`src/rtl/pe_pkg.sv`:
```
// pe_pkg: shared types for the opsum drain (FSM states, lane count, psum lane type)
package pe_pkg;
  localparam int LANES = 4;
  localparam int PSUM_W = 16;
  typedef logic [PSUM_W-1:0] psum_t;
  typedef enum logic [1:0] {IDLE, FETCH, EMIT, DONE} state_t;
endpackage

```
`src/rtl/psum_lane_mux.sv`:
```
// psum_lane_mux: selects one psum lane of a packed opsum word, optional ReLU
//   word: packed lanes, lane 0 in the low bits | lane: lane index
//   relu_en: zero negative lanes | data: selected lane
module psum_lane_mux
  import pe_pkg::*;
#(
  parameter int DATA_WIDTH = 16
) (
  input  logic [LANES*DATA_WIDTH-1:0] word,
  input  logic [1:0]                  lane,
  input  logic                        relu_en,
  output logic [DATA_WIDTH-1:0]       data
);
  logic [DATA_WIDTH-1:0] slice;
  always_comb begin
    slice = word[lane*DATA_WIDTH +: DATA_WIDTH];
    data = (relu_en && slice[DATA_WIDTH-1]) ? '0 : slice;
  end
endmodule

```
`src/rtl/opsum_drain.sv`:
```
// opsum_drain: pops packed opsum words from the PE FIFO and streams them out lane by lane
//   clk, reset (async, active-low) | configure, F, n, p, relu_en: layer setup pulse
//   opsum, opsum_fifo_empty, pop_opsum: FWFT PE FIFO side
//   out_data, out_valid, out_ready: lane stream | busy, done: layer status
module opsum_drain
  import pe_pkg::*;
#(
  parameter int DATA_WIDTH      = 16,
  parameter int DATA_WIDTH_PSUM = 64,
  parameter int F_WIDTH         = 6,
  parameter int n_WIDTH         = 3,
  parameter int p_WIDTH         = 5,
  parameter int CNT_WIDTH       = 14
) (
  input  logic                       clk,
  input  logic                       reset,
  input  logic                       configure,
  input  logic [F_WIDTH-1:0]         F,
  input  logic [n_WIDTH-1:0]         n,
  input  logic [p_WIDTH-1:0]         p,
  input  logic                       relu_en,
  input  logic [DATA_WIDTH_PSUM-1:0] opsum,
  input  logic                       opsum_fifo_empty,
  output logic                       pop_opsum,
  output logic [DATA_WIDTH-1:0]      out_data,
  output logic                       out_valid,
  input  logic                       out_ready,
  output logic                       busy,
  output logic                       done
);
  state_t state, state_nx;
  logic [DATA_WIDTH_PSUM-1:0] word_reg;
  logic [1:0] lane;
  logic [CNT_WIDTH-1:0] word_cnt, total_words, cfg_words;
  logic relu_q, zero_done, more;
  logic [DATA_WIDTH-1:0] lane_data;
  assign cfg_words = (CNT_WIDTH'(p) * CNT_WIDTH'(n) * CNT_WIDTH'(F)) >> 2;
  assign more = word_cnt != total_words;
  assign out_data = (state == EMIT) ? lane_data : '0;
  psum_lane_mux #(.DATA_WIDTH(DATA_WIDTH)) u_mux (
    .word(word_reg[LANES*DATA_WIDTH-1:0]),
    .lane(lane),
    .relu_en(relu_q),
    .data(lane_data)
  );
  always_ff @(posedge clk or negedge reset)
    if (!reset) state <= IDLE;
    else state <= state_nx;
  always_comb begin
    state_nx = state;
    pop_opsum = 1'b0;
    out_valid = 1'b0;
    busy = 1'b0;
    done = zero_done;
    case (state)
      IDLE: state_nx = (configure && cfg_words != '0) ? FETCH : IDLE;
      FETCH: begin
        busy = 1'b1;
        pop_opsum = !opsum_fifo_empty;
        state_nx = opsum_fifo_empty ? FETCH : EMIT;
      end
      EMIT: begin
        busy = 1'b1;
        out_valid = 1'b1;
        // the lane-3 accept either finishes, refills in place (no bubble) or waits in FETCH
        if (out_ready && lane == 2'd3) begin
          pop_opsum = more && !opsum_fifo_empty;
          state_nx = !more ? DONE : (opsum_fifo_empty ? FETCH : EMIT);
        end
      end
      DONE: begin
        done = 1'b1;
        state_nx = IDLE;
      end
      default: state_nx = IDLE;
    endcase
  end
  always_ff @(posedge clk or negedge reset)
    if (!reset) begin
      word_reg <= '0;
      lane <= '0;
      word_cnt <= '0;
      total_words <= '0;
      relu_q <= 1'b0;
      zero_done <= 1'b0;
    end else begin
      zero_done <= state == IDLE && configure && cfg_words == '0;
      if (state == IDLE && configure) begin
        relu_q <= relu_en;
        total_words <= cfg_words;
        word_cnt <= '0;
      end
      if (pop_opsum) begin
        word_reg <= opsum;
        lane <= '0;
        word_cnt <= word_cnt + 1'b1;
      end else if (out_valid && out_ready) lane <= lane + 1'b1;
    end
endmodule

```
`config.mk`:
```
export PLATFORM = sky130hd
export DESIGN_NAME = opsum_drain
export DESIGN_NICKNAME = d
export VERILOG_FILES = /design/src/rtl/pe_pkg.sv /design/src/rtl/psum_lane_mux.sv /design/src/rtl/opsum_drain.sv
export SDC_FILE = /design/constraint.sdc
export NUM_CORES = 1
export LEC_CHECK = 0
export ABC_CLOCK_PERIOD_IN_PS = 5500
export BUFFER_PORTS_ARGS = -buffer_cell sky130_fd_sc_hd__clkbuf_2
export CAP_MARGIN = 40
export CORE_MARGIN = 1
export CORE_UTILIZATION = 30
export DETAILED_ROUTE_END_ITERATION = 8
export GPL_ROUTABILITY_DRIVEN = 0
export MAX_ROUTING_LAYER = met4
export PLACE_DENSITY = 0.57
export SYNTH_ARGS = -nofsm -noshare
export SYNTH_HDL_FRONTEND = slang
export SYNTH_SLANG_ARGS = --single-unit
```
`constraint.sdc`:
```
create_clock -name clk -period 5.5 [get_ports clk]
set_clock_uncertainty 0.1 [all_clocks]
set_input_delay 0.275 -clock clk [delete_from_list [all_inputs] [get_ports clk]]
set_output_delay 0.275 -clock clk [all_outputs]
set_load 0.02 [all_outputs]
```
==> results of run 1 <==
per-stage QoR:
| step | hold WS [ps] | cell area, sq um | power (uW) | worst slack, ps |
|---|---|---|---|---|
| CTS | 41.06 | 7916 | 3779 | 3.812 |
| finish | 50.36 | 7968 | 3757 | 64.80 |
| global placement | 192.2 | 7552 | 3008 | -337.1 |
| detailed placement | 183.5 | 7567 | 3047 | -389.4 |
| global route | 39.84 | 7968 | 4059 | -147.3 |
| floorplan | -120.6 | 6524 | 2488 | -97.80 |
cells in the mapped netlist (8+ instances only):
master / instances / area share
dfrtp_1: 96 / 0.37
nand2_1: 70 / 0.041
inv_1: 50 / 0.029
mux2_2: 47 / 0.082
ha_1: 35 / 0.068
and2_1: 33 / 0.032
fa_1: 29 / 0.090
and3_1: 24 / 0.023
mux2_4: 20 / 0.047
xor2_1: 18 / 0.024
mux4_2: 16 / 0.056
a21oi_1: 12 / 0.0093
o21ai_0: 11 / 0.0085
nand3_1: 10 / 0.0078
nor2_1: 9 / 0.0052
xnor2_1: 8 / 0.011
logic make-up (layout without fill, tap and decap cells):
group | after synthesis | count (layout)
buf+inv | 68 | 205
mux | 85 | 85
simple gates | 177 | 177
fa+ha+maj | 64 | 64
xor+xnor | 26 | 26
flops | 96 | 96
compound gates | 55 | 55
worst max-delay path: stages:
cell,delay (ps)
buf_6,100
and2_4,150
fa_1,480
ha_2,210
fa_2,350
a21o_1,180
a21oi_2,170
xnor2_2,160
nand2_1,100
fa_1,480
inv_1,50
fa_1,470
inv_1,50
fa_1,490
inv_2,40
ha_4,210
a21o_1,210
a311oi_4,390
nor3_2,70
or3_1,370
or4_4,440
a21o_1,170
metal layers:
metal | vias to the layer above | share of wire
li1 | 2235 | -
met1 | 2245 | 0.48
met2 | 70 | 0.49
met3 | 7 | 0.025
met4 | 0 | 0.0066
met5 | - | 0
repair_timing:
item | 4_1_cts | 5_1_grt
hold buffers | 1 | 0
pin swaps | 1 | 13
setup buffers | 1 | 0
hold endpoints to repair | 39 | 0
gates cloned | 0 | 0
endpoints found under the setup margin | 1 | 3
resized for setup | 2 | 17
cell type report:
class | instances | area, sq um | area share
clock buffer | 12 | 246.5 | 0.03094
clock inverter | 4 | 76.32 | 0.009579
inverter | 50 | 187.7 | 0.02356
multi-input combinational | 407 | 3875 | 0.4863
sequential | 96 | 2402 | 0.3015
tap | 275 | 344.1 | 0.04318
timing repair buffer | 139 | 835.8 | 0.1049
final timing paths:
path | startpoint | to | slack [ps] | depth (start not counted)
worst min-delay path | opsum[57] | word_reg[57]$_DFFE_PN0P_ | 50 | 2
worst max register to register | lane[0]$_DFFE_PN0P_ | word_cnt[12]$_DFFE_PN0P_ | 2670 | 6
min in group asynchronous | reset | word_reg[44]$_DFFE_PN0P_ | 340 | 2
worst max-delay path | n[0] | state[0]$_DFFE_PN0P_ | 60 | 22
max in group asynchronous | reset | total_words[5]$_DFFE_PN0P_ | 3850 | 3
worst min register to register | total_words[2]$_DFFE_PN0P_ | total_words[2]$_DFFE_PN0P_ | 400 | 2
power groups by stage:
stage          sequential (uW)  clock [uW]  combinational, uW
6_report                  1170         685               1900
5_1_grt                   1210         730               2110
4_1_cts                   1180         703               1900
3_5_place_dp              1190           0               1860
3_3_place_gp              1180           0               1830
2_1_floorplan             1120           0               1370
==> impl_metrics.py, run 1 <==
metrics = {
    "status": {
        "status": "finished clean",
    },
    "die": {
        "fp.dieH_um": 148.7,
        "die_w_um": 148.7,
        "initial_core_util": 0.3060,
        "io-pin-count": 104,
        "row_count": 53,
        "die_area_sq_um": 22100,
        "coreArea_sq_um": 21090,
    },
    "timing": {
        "rsz0062_at_grt": "true",
        "worstMarginPinSlew_ps": 709.9,
        "final_max_slew_viol_count": 0,
        "hold_viol_final": 0,
        "relSlewSlack": 0.5267,
        "finalSetupTns_ps": 0,
        "setup_viol": 0,
        "fmax_ghz": 0.1840,
        "finalCritPeriodShare": 0.9882,
        "post-route-min-period_ps": 5435,
    },
    "global_route": {
        "gr-total-overflow": 0,
        "grt_max_degree": 87,
        "use_met3": 0.02853,
        "grt_pass1_wl_um": 23330,
        "grt_pass1_vias": 4664,
        "grt_use_met1": 0.1789,
        "met2_usage": 0.2224,
        "antenna_found_initial": 0,
        "busiest_layer": "met2",
        "gr-usage-all-layers": 0.1379,
    },
    "power": {
        "pwr-share-seq": 0.312,
        "leakage_uw": 0.003913,
        "internal-power_uw": 2464,
        "sw_frac_of_total": 0.3443,
        "p_comb_frac": 0.506,
        "ir_worst_vdd_uv": 203.6,
        "clkPwrFrac": 0.182,
        "powerDensity_nw_per_um2": 471.6,
        "switching_power_uw": 1294,
    },
    "logic_synthesis": {
        "async_flop_share": 1.000,
        "synth_compound_area_frac": 0.06165,
        "ys_seq_area_frac": 0.3722,
        "syn_area_sq_um": 6454,
        "synth_cell_types": 50,
        "synthAdderAreaFrac": 0.1578,
        "synth_edf_count": 0,
        "synth_top_family_by_area": "multiplexers",
        "ys.flop_type": "dfrtp_1",
        "synth_area_per_cell_sq_um": 11.30,
        "synth-simple-area-share": 0.1411,
        "yosys_warnings": 0,
        "synth_xor_area_frac": 0.03528,
        "synthMuxAreaShare": 0.1875,
        "synthCells": 571,
        "ys_seq_elements": 96,
        "synth_nets": 719,
    },
    "hold_path": {
        "min_path_type": "input port to register",
    },
    "cells_and_area": {
        "filler_cell_count": 2094,
        "final_common_cell": "clkbuf_2",
        "final_core_utilization": 0.3778,
        "antennaDiodeCount": 0,
        "fin_cells": 983,
        "area_growth_pct": 23.46,
        "fin_nets": 851,
        "layout_common_cells": "clkbuf_2 (98), dfrtp_1 (96), nand2_1 (68)",
        "largest_reg_flops": 64,
        "drive_gt1_frac": 0.3771,
    },
    "drt": {
        "vias_per_cell": 4.636,
        "totalWireLength_um": 14120,
        "num_vias": 4557,
        "wl_per_cell_um": 14.36,
        "dr.pass1.iters": 4,
        "drcViolationCount": 0,
        "drt_iter0_markers": 233,
        "ant_nets": 0,
    },
    "setup_path": {
        "startpoint_type": "input port",
        "critical_path_class": "input port to register",
        "path_max_fanout": 4,
        "worstPathRequired_ps": 5640,
        "cp-end-kind": "register",
        "arrival_ps": 5570,
    },
    "place": {
        "hpwl_um": 10650,
        "port_buffers": 103,
        "dpl.cell_count": 965,
    },
    "cts": {
        "insertion_delay_ps": 350,
        "htreeDepth": 3,
        "clock-sinks": 96,
        "root_buffer": "clkbuf_16",
        "cts_buffers": 9,
        "cts_tree": "built",
        "cts_buffer_depth": 2,
        "clk_pin_slew_ps": 70,
    },
    "run": {
        "drv_cap": 0,
    },
}
Power figures use the tool's default switching activity.
==> run 2: changes to the inputs <==
--- a/config.mk
+++ b/config.mk
@@ -6,7 +6,7 @@
 export NUM_CORES = 1
 export LEC_CHECK = 0
 export ABC_CLOCK_PERIOD_IN_PS = 5500
-export BUFFER_PORTS_ARGS = -buffer_cell sky130_fd_sc_hd__clkbuf_2
+export BUFFER_PORTS_ARGS = -buffer_cell sky130_fd_sc_hd__buf_2
 export CAP_MARGIN = 40
 export CORE_MARGIN = 1
 export CORE_UTILIZATION = 30
@@ -14,6 +14,8 @@
 export GPL_ROUTABILITY_DRIVEN = 0
 export MAX_ROUTING_LAYER = met4
 export PLACE_DENSITY = 0.57
+export SLEW_MARGIN = 30
 export SYNTH_ARGS = -nofsm -noshare
 export SYNTH_HDL_FRONTEND = slang
+export SYNTH_HIERARCHICAL = 1
 export SYNTH_SLANG_ARGS = --single-unit
==> impl_metrics.py, run 2 <==
metrics = {
    "cells_and_area": {
        "multi_input_area_sq_um": 4165,
        "filler_cell_count": 2250,
        "area_growth_pct": 21.71,
        "drive_gt1_frac": 0.2712,
        "final_common_cell": "nand2_1",
        "final_core_utilization": 0.3750,
        "seqCellArea_sq_um": 2402,
        "largest_reg_flops": 64,
        "layout_common_cells": "nand2_1 (245), buf_2 (102), dfrtp_1 (96)",
        "fin_nets": 1003,
    },
    "power": {
        "leakage_uw": 0.004117,
        "switching_power_uw": 1502,
        "sw_frac_of_total": 0.3918,
        "powerDensity_nw_per_um2": 465.3,
        "internal-power_uw": 2331,
        "pwr-share-seq": 0.294,
        "p_comb_frac": 0.558,
        "ir_worst_vdd_uv": 198.0,
        "clkPwrFrac": 0.148,
    },
    "setup_path": {
        "slowest_delay_ps": 550,
        "critical_path_class": "input port to register",
        "startpoint_type": "input port",
        "path_max_fanout": 4,
        "cp-end-kind": "register",
        "arrival_ps": 5400,
        "crit_path_top_delay_cell": "fa_2",
        "worstPathRequired_ps": 5620,
    },
    "global_route": {
        "grt_pass1_wl_um": 26000,
        "antenna_found_initial": 1,
        "gr-total-overflow": 0,
        "grt_max_degree": 76,
        "gr-usage-all-layers": 0.1424,
        "grt_pass1_vias": 5196,
    },
    "drt": {
        "num_vias": 5314,
        "drt_iter0_markers": 260,
        "wl_per_cell_um": 13.58,
        "dr.pass1.iters": 6,
        "drcViolationCount": 15,
        "totalWireLength_um": 15480,
        "ant_nets": 0,
        "vias_per_cell": 4.661,
    },
    "logic_synthesis": {
        "synth_top_area_frac": 0.3550,
        "synth_area_per_cell_sq_um": 9.256,
        "synth_cell_types": 57,
        "synth_edf_count": 0,
        "synth_commonest_cells": "nand2_1 (247), dfrtp_1 (96), and2_1 (48)",
        "async_flop_share": 1.000,
        "syn_area_sq_um": 6766,
        "ys.flop_type": "dfrtp_1",
        "synth.area.top_cells": "dfrtp_1 (36%), nand2_1 (14%), fa_1 (8.6%)",
        "synthCells": 731,
        "yosysMostFrequentCell": "nand2_1",
        "yosys.area.top_type": "dfrtp_1",
        "ys_seq_elements": 96,
        "ys_seq_area_frac": 0.3550,
        "synth_nets": 879,
        "yosys_warnings": 6,
    },
    "timing": {
        "final_max_slew_viol_count": 0,
        "worstMarginPinSlew_ps": 758.0,
        "finalCritPeriodShare": 0.9611,
        "relSlewSlack": 0.4947,
        "post-route-min-period_ps": 5286,
        "setup_ws_ps": 213.7,
        "finalSetupTns_ps": 0,
        "hold_viol_final": 0,
        "setup_viol": 0,
        "rsz0062_at_grt": "true",
        "fmax_ghz": 0.1892,
    },
    "place": {
        "place_ws_ps": -417.9,
        "port_buffers": 103,
        "hpwl_um": 11450,
    },
    "status": {
        "status": "complete, but fails checks",
        "violations": "DRC",
    },
    "cts": {
        "clock-sinks": 96,
        "insertion_delay_ps": 350,
        "cts_buffers": 9,
        "cts_buffer_depth": 2,
        "htreeDepth": 3,
        "root_buffer": "clkbuf_16",
        "cts_tree": "built",
        "clk_pin_slew_ps": 70,
    },
    "die": {
        "die_w_um": 152.2,
        "die_area_sq_um": 23160,
        "coreArea_sq_um": 21960,
        "initial_core_util": 0.3081,
        "io-pin-count": 104,
        "row_count": 54,
        "fp.dieH_um": 152.2,
    },
    "run": {
        "drv_cap": 0,
    },
    "hold_path": {
        "min_path_type": "input port to register",
    },
}
[run 2: cell types whose count changed after synthesis, moves of 8 or more]
cell,previous run,this run
mux2_4,20,0
o221a_2,0,15
mux4_1,0,8
nand2_1,70,247
and3_1,24,10
xor2_1,18,5
mux4_2,16,8
and2_1,33,48
xnor2_1,8,19
buf_4,0,10
mux2_2,47,7
[run 2: power groups by stage]
| stage | registers [uW] | logic [uW] | clock network (uW) |
|---|---|---|---|
| 6_report | 1130 | 2140 | 568 |
| 3_3_place_gp | 1130 | 1870 | 0 |
| 2_1_floorplan | 1090 | 1410 | 0 |
| 3_5_place_dp | 1140 | 1900 | 0 |
| 4_1_cts | 1130 | 1940 | 585 |
| 5_1_grt | 1160 | 2400 | 618 |
[run 2: cells by family (layout without fill, tap and decap cells)]
kind of cell / after synthesis / after routing / share of synthesized area
AND/OR/NAND/NOR: 361 / 361 / 0.2415
flip-flops: 96 / 96 / 0.3550
AO/OA/AOI/OAI: 79 / 79 / 0.08580
buffers and inverters: 79 / 207 / 0.05825
adder cells (fa/ha/maj): 64 / 64 / 0.1505
multiplexers: 28 / 28 / 0.07785
XOR/XNOR: 24 / 24 / 0.03106
other: 0 / 1 / 0
[run 2: final cells by class]
cell class              count  share of cell area
clock inverters             6            0.004558
multi-input cells         556              0.5058
clock buffers               9             0.02735
repair buffers            145              0.1064
well taps                 280             0.04254
flip-flops and latches     96              0.2917
inverters                  47             0.02142
diodes                      1           0.0003039
[run 2: timing repair]
action                     4_1_cts  5_1_grt
hold buffers                     1        0
setup endpoints to repair        2        4
hold endpoints to repair        34        0
setup buffers                    0        3
pin swaps                        1       26
gates resized for setup          3       37
[run 2: final timing paths]
path	start	to	slack [ps]	cells past startpoint
worst max-delay path	n[2]	state[0]$_DFFE_PN0P_	210	25
worst max register to register	state[0]$_DFFE_PN0P_	word_reg[21]$_DFFE_PN0P_	2050	9
max in group asynchronous	reset	word_reg[60]$_DFFE_PN0P_	4010	4
worst min register to register	word_reg[22]$_DFFE_PN0P_	word_reg[22]$_DFFE_PN0P_	360	2
worst min-delay path	opsum[33]	word_reg[33]$_DFFE_PN0P_	10	3
min in group asynchronous	reset	word_reg[23]$_DFFE_PN0P_	310	2
[run 2: stage by stage]
stage	hold WS (ps)	cells	instance area (sq um)	total power, uW
after floorplan	-120.6	731	6778	2504
after global placement	158.9	1115	7675	3001
after detailed placement	156.4	1117	7694	3044
after CTS	1.622	1133	7984	3649
after global routing	6.108	1140	8235	4173
final	12.75	1140	8235	3832
[run 2: layer usage]
layer | vias to the layer above | global-route usage | share of wire
li1 | 2663 | - | -
met1 | 2537 | 0.1832 | 0.48
met2 | 106 | 0.2243 | 0.47
met3 | 8 | 0.02901 | 0.042
met4 | 0 | 0.04568 | 0.010
met5 | - | - | 0
[run 2: critical path: cells and delay by family]
kind / cells / cell delay [ps]
xor+xnor: 2 / 280
fa+ha+maj: 7 / 2790
simple gates: 8 / 1250
buf+inv: 6 / 570
compound gates: 2 / 240
==> run 3: changes to the inputs <==
==> constraint.sdc (replaced) <==
create_clock -name clk -period 5.5 [get_ports clk]
set_clock_uncertainty 0.1 [all_clocks]
set_input_delay 0.55 -clock clk [delete_from_list [all_inputs] [get_ports clk]]
set_output_delay 0.55 -clock clk [all_outputs]
set_load 0.02 [all_outputs]
==> impl_metrics.py, run 3 (synthesis gave the netlist of run 2 again) <==
metrics = {
    "cells_and_area": {
        "fin_nets": 1006,
        "layout_common_cells": "nand2_1 (245), buf_2 (98), dfrtp_1 (96)",
        "largest_reg_flops": 64,
        "final_common_cell": "nand2_1",
        "drive_gt1_frac": 0.2761,
        "fin_cells": 1144,
        "final_area_sq_um": 8358,
        "area_growth_pct": 23.52,
    },
    "cts": {
        "insertion_delay_ps": 340,
        "clk_pin_slew_ps": 70,
        "htreeDepth": 3,
        "clock-sinks": 96,
        "cts_tree": "built",
        "cts_buffers": 9,
        "cts_buffer_depth": 2,
        "root_buffer": "clkbuf_16",
    },
    "drt": {
        "drt_iter0_markers": 242,
        "vias_per_cell": 4.738,
        "drcViolationCount": 14,
        "num_vias": 5420,
        "ant_nets": 0,
        "totalWireLength_um": 15590,
        "wl_per_cell_um": 13.63,
        "dr.pass1.iters": 6,
    },
    "die": {
        "initial_core_util": 0.3081,
        "io-pin-count": 104,
        "die_area_sq_um": 23160,
        "row_count": 54,
        "fp.dieH_um": 152.2,
        "die_w_um": 152.2,
        "coreArea_sq_um": 21960,
    },
    "setup_path": {
        "arrival_ps": 5500,
        "worstPathRequired_ps": 5610,
        "critical_path_class": "input port to register",
        "path_max_fanout": 4,
        "cp_common_cell": "fa_1",
        "cp_top_family": "adder cells",
        "crit_path_top_delay_cell": "fa_1",
        "startpoint_type": "input port",
        "slowest_delay_ps": 530,
        "path_cells": "buf_4 -> nand2_2 -> fa_1 -> inv_2 -> ha_4 -> fa_2 -> a21oi_2 -> nor2_1 -> nor2_2 -> xnor2_2 -> and2_4 -> fa_1 -> fa_1 -> inv_2 -> fa_1 -> inv_2 -> ha_4 -> nand3_4 -> or2_4 -> o211ai_1 -> a21oi_1 -> xor2_1 -> nor4_4 -> o31ai_2",
        "cp-end-kind": "register",
        "cp_num_buf_inv": 4,
    },
    "timing": {
        "hold_viol_final": 0,
        "setup_viol": 0,
        "fmax_ghz": 0.1856,
        "rsz0062_at_grt": "true",
        "finalCritPeriodShare": 0.9797,
        "relSlewSlack": 0.5319,
        "final_max_slew_viol_count": 0,
        "post-route-min-period_ps": 5389,
        "setup_ws_ps": 111.4,
        "worstMarginPinSlew_ps": 702.1,
    },
    "power": {
        "sw_frac_of_total": 0.3815,
        "switching_power_uw": 1502,
        "clkPwrFrac": 0.164,
        "p_comb_frac": 0.550,
        "powerDensity_nw_per_um2": 471.0,
        "internal-power_uw": 2435,
        "leakage_uw": 0.004173,
        "pwr-share-seq": 0.286,
        "ir_worst_vdd_uv": 161.5,
        "power.total_uw": 3937,
    },
    "global_route": {
        "gr-usage-all-layers": 0.1442,
        "gr-total-overflow": 0,
        "antenna_found_initial": 2,
        "grt_pass1_vias": 5405,
        "grt_pass1_wl_um": 26480,
        "grt_max_degree": 78,
    },
    "status": {
        "violations": "DRC",
        "status": "complete, but fails checks",
    },
    "place": {
        "dpl.cell_count": 1121,
        "placed_cell_area_sq_um": 7782,
        "hpwl_um": 11480,
        "port_buffers": 103,
        "place_ws_ps": -416.0,
    },
    "hold_path": {
        "min_path_type": "input port to register",
    },
    "run": {
        "drv_cap": 0,
    },
}
[run 3: power groups by stage]
stage	clock, uW	combinational (uW)	sequential [uW]
finish	646	2170	1120
floorplan	0	1480	1090
CTS	663	2030	1120
global route	690	2440	1160
global placement	0	1980	1130
detailed placement	0	2010	1140
[run 3: per-stage QoR]
stage | utilization | setup TNS (ps) | hold slack (ps)
2_1_floorplan | - | 0 | 154.4
3_3_place_gp | 0.3537 | -1036 | 350.3
3_5_place_dp | 0.3544 | -1647 | 350.6
4_1_cts | 0.3693 | 0 | 281.1
5_1_grt | 0.3806 | -367.7 | 298.5
6_report | 0.3806 | 0 | 287.4
[run 3: timing repair]
action | CTS | global route
hold buffers | 1 | 0
gates resized for setup | 5 | 32
endpoints found under the hold margin | 19 | 0
cloned | 0 | 0
setup endpoints to repair | 2 | 4
setup buffers | 0 | 3
pin swaps | 1 | 26
[run 3: worst min-delay path: cells and delay by family]
family / cells / cell delay [ps]
buffers and inverters: 1 / 70
AND/OR/NAND/NOR: 2 / 80
[run 3: final timing paths]
| path | cells past startpoint | endpoint | slack, ps | startpoint |
|---|---|---|---|---|
| worst max register to register | 11 | word_cnt[13]$_DFFE_PN0P_ | 2020 | state[0]$_DFFE_PN0P_ |
| worst max-delay path | 24 | state[0]$_DFFE_PN0P_ | 110 | n[0] |
| max in group asynchronous | 3 | word_reg[51]$_DFFE_PN0P_ | 3790 | reset |
| worst min register to register | 2 | word_reg[18]$_DFFE_PN0P_ | 370 | word_reg[18]$_DFFE_PN0P_ |
| min in group asynchronous | 2 | total_words[7]$_DFFE_PN0P_ | 550 | reset |
| worst min-delay path | 3 | word_reg[32]$_DFFE_PN0P_ | 290 | opsum[32] |
[run 3: area by class of cell]
| type | instances | area (sq um) |
|---|---|---|
| fill | 2212 | 13600 |
| multi-input combinational | 556 | 4209 |
| sequential | 96 | 2402 |
| timing repair buffer | 148 | 910.9 |
| tap | 280 | 350.3 |
| clock buffer | 10 | 239.0 |
| inverter | 47 | 176.4 |
| clock inverter | 5 | 65.06 |
| antenna | 2 | 5.005 |
[run 3: per-layer routing]
metal | share of wire | vias up | global-route usage
li1 | - | 2680 | -
met3 | 0.039 | 10 | 0.02446
met5 | 0 | - | -
met2 | 0.49 | 101 | 0.2372
met1 | 0.46 | 2629 | 0.1826
met4 | 0.0078 | 0 | 0.04033
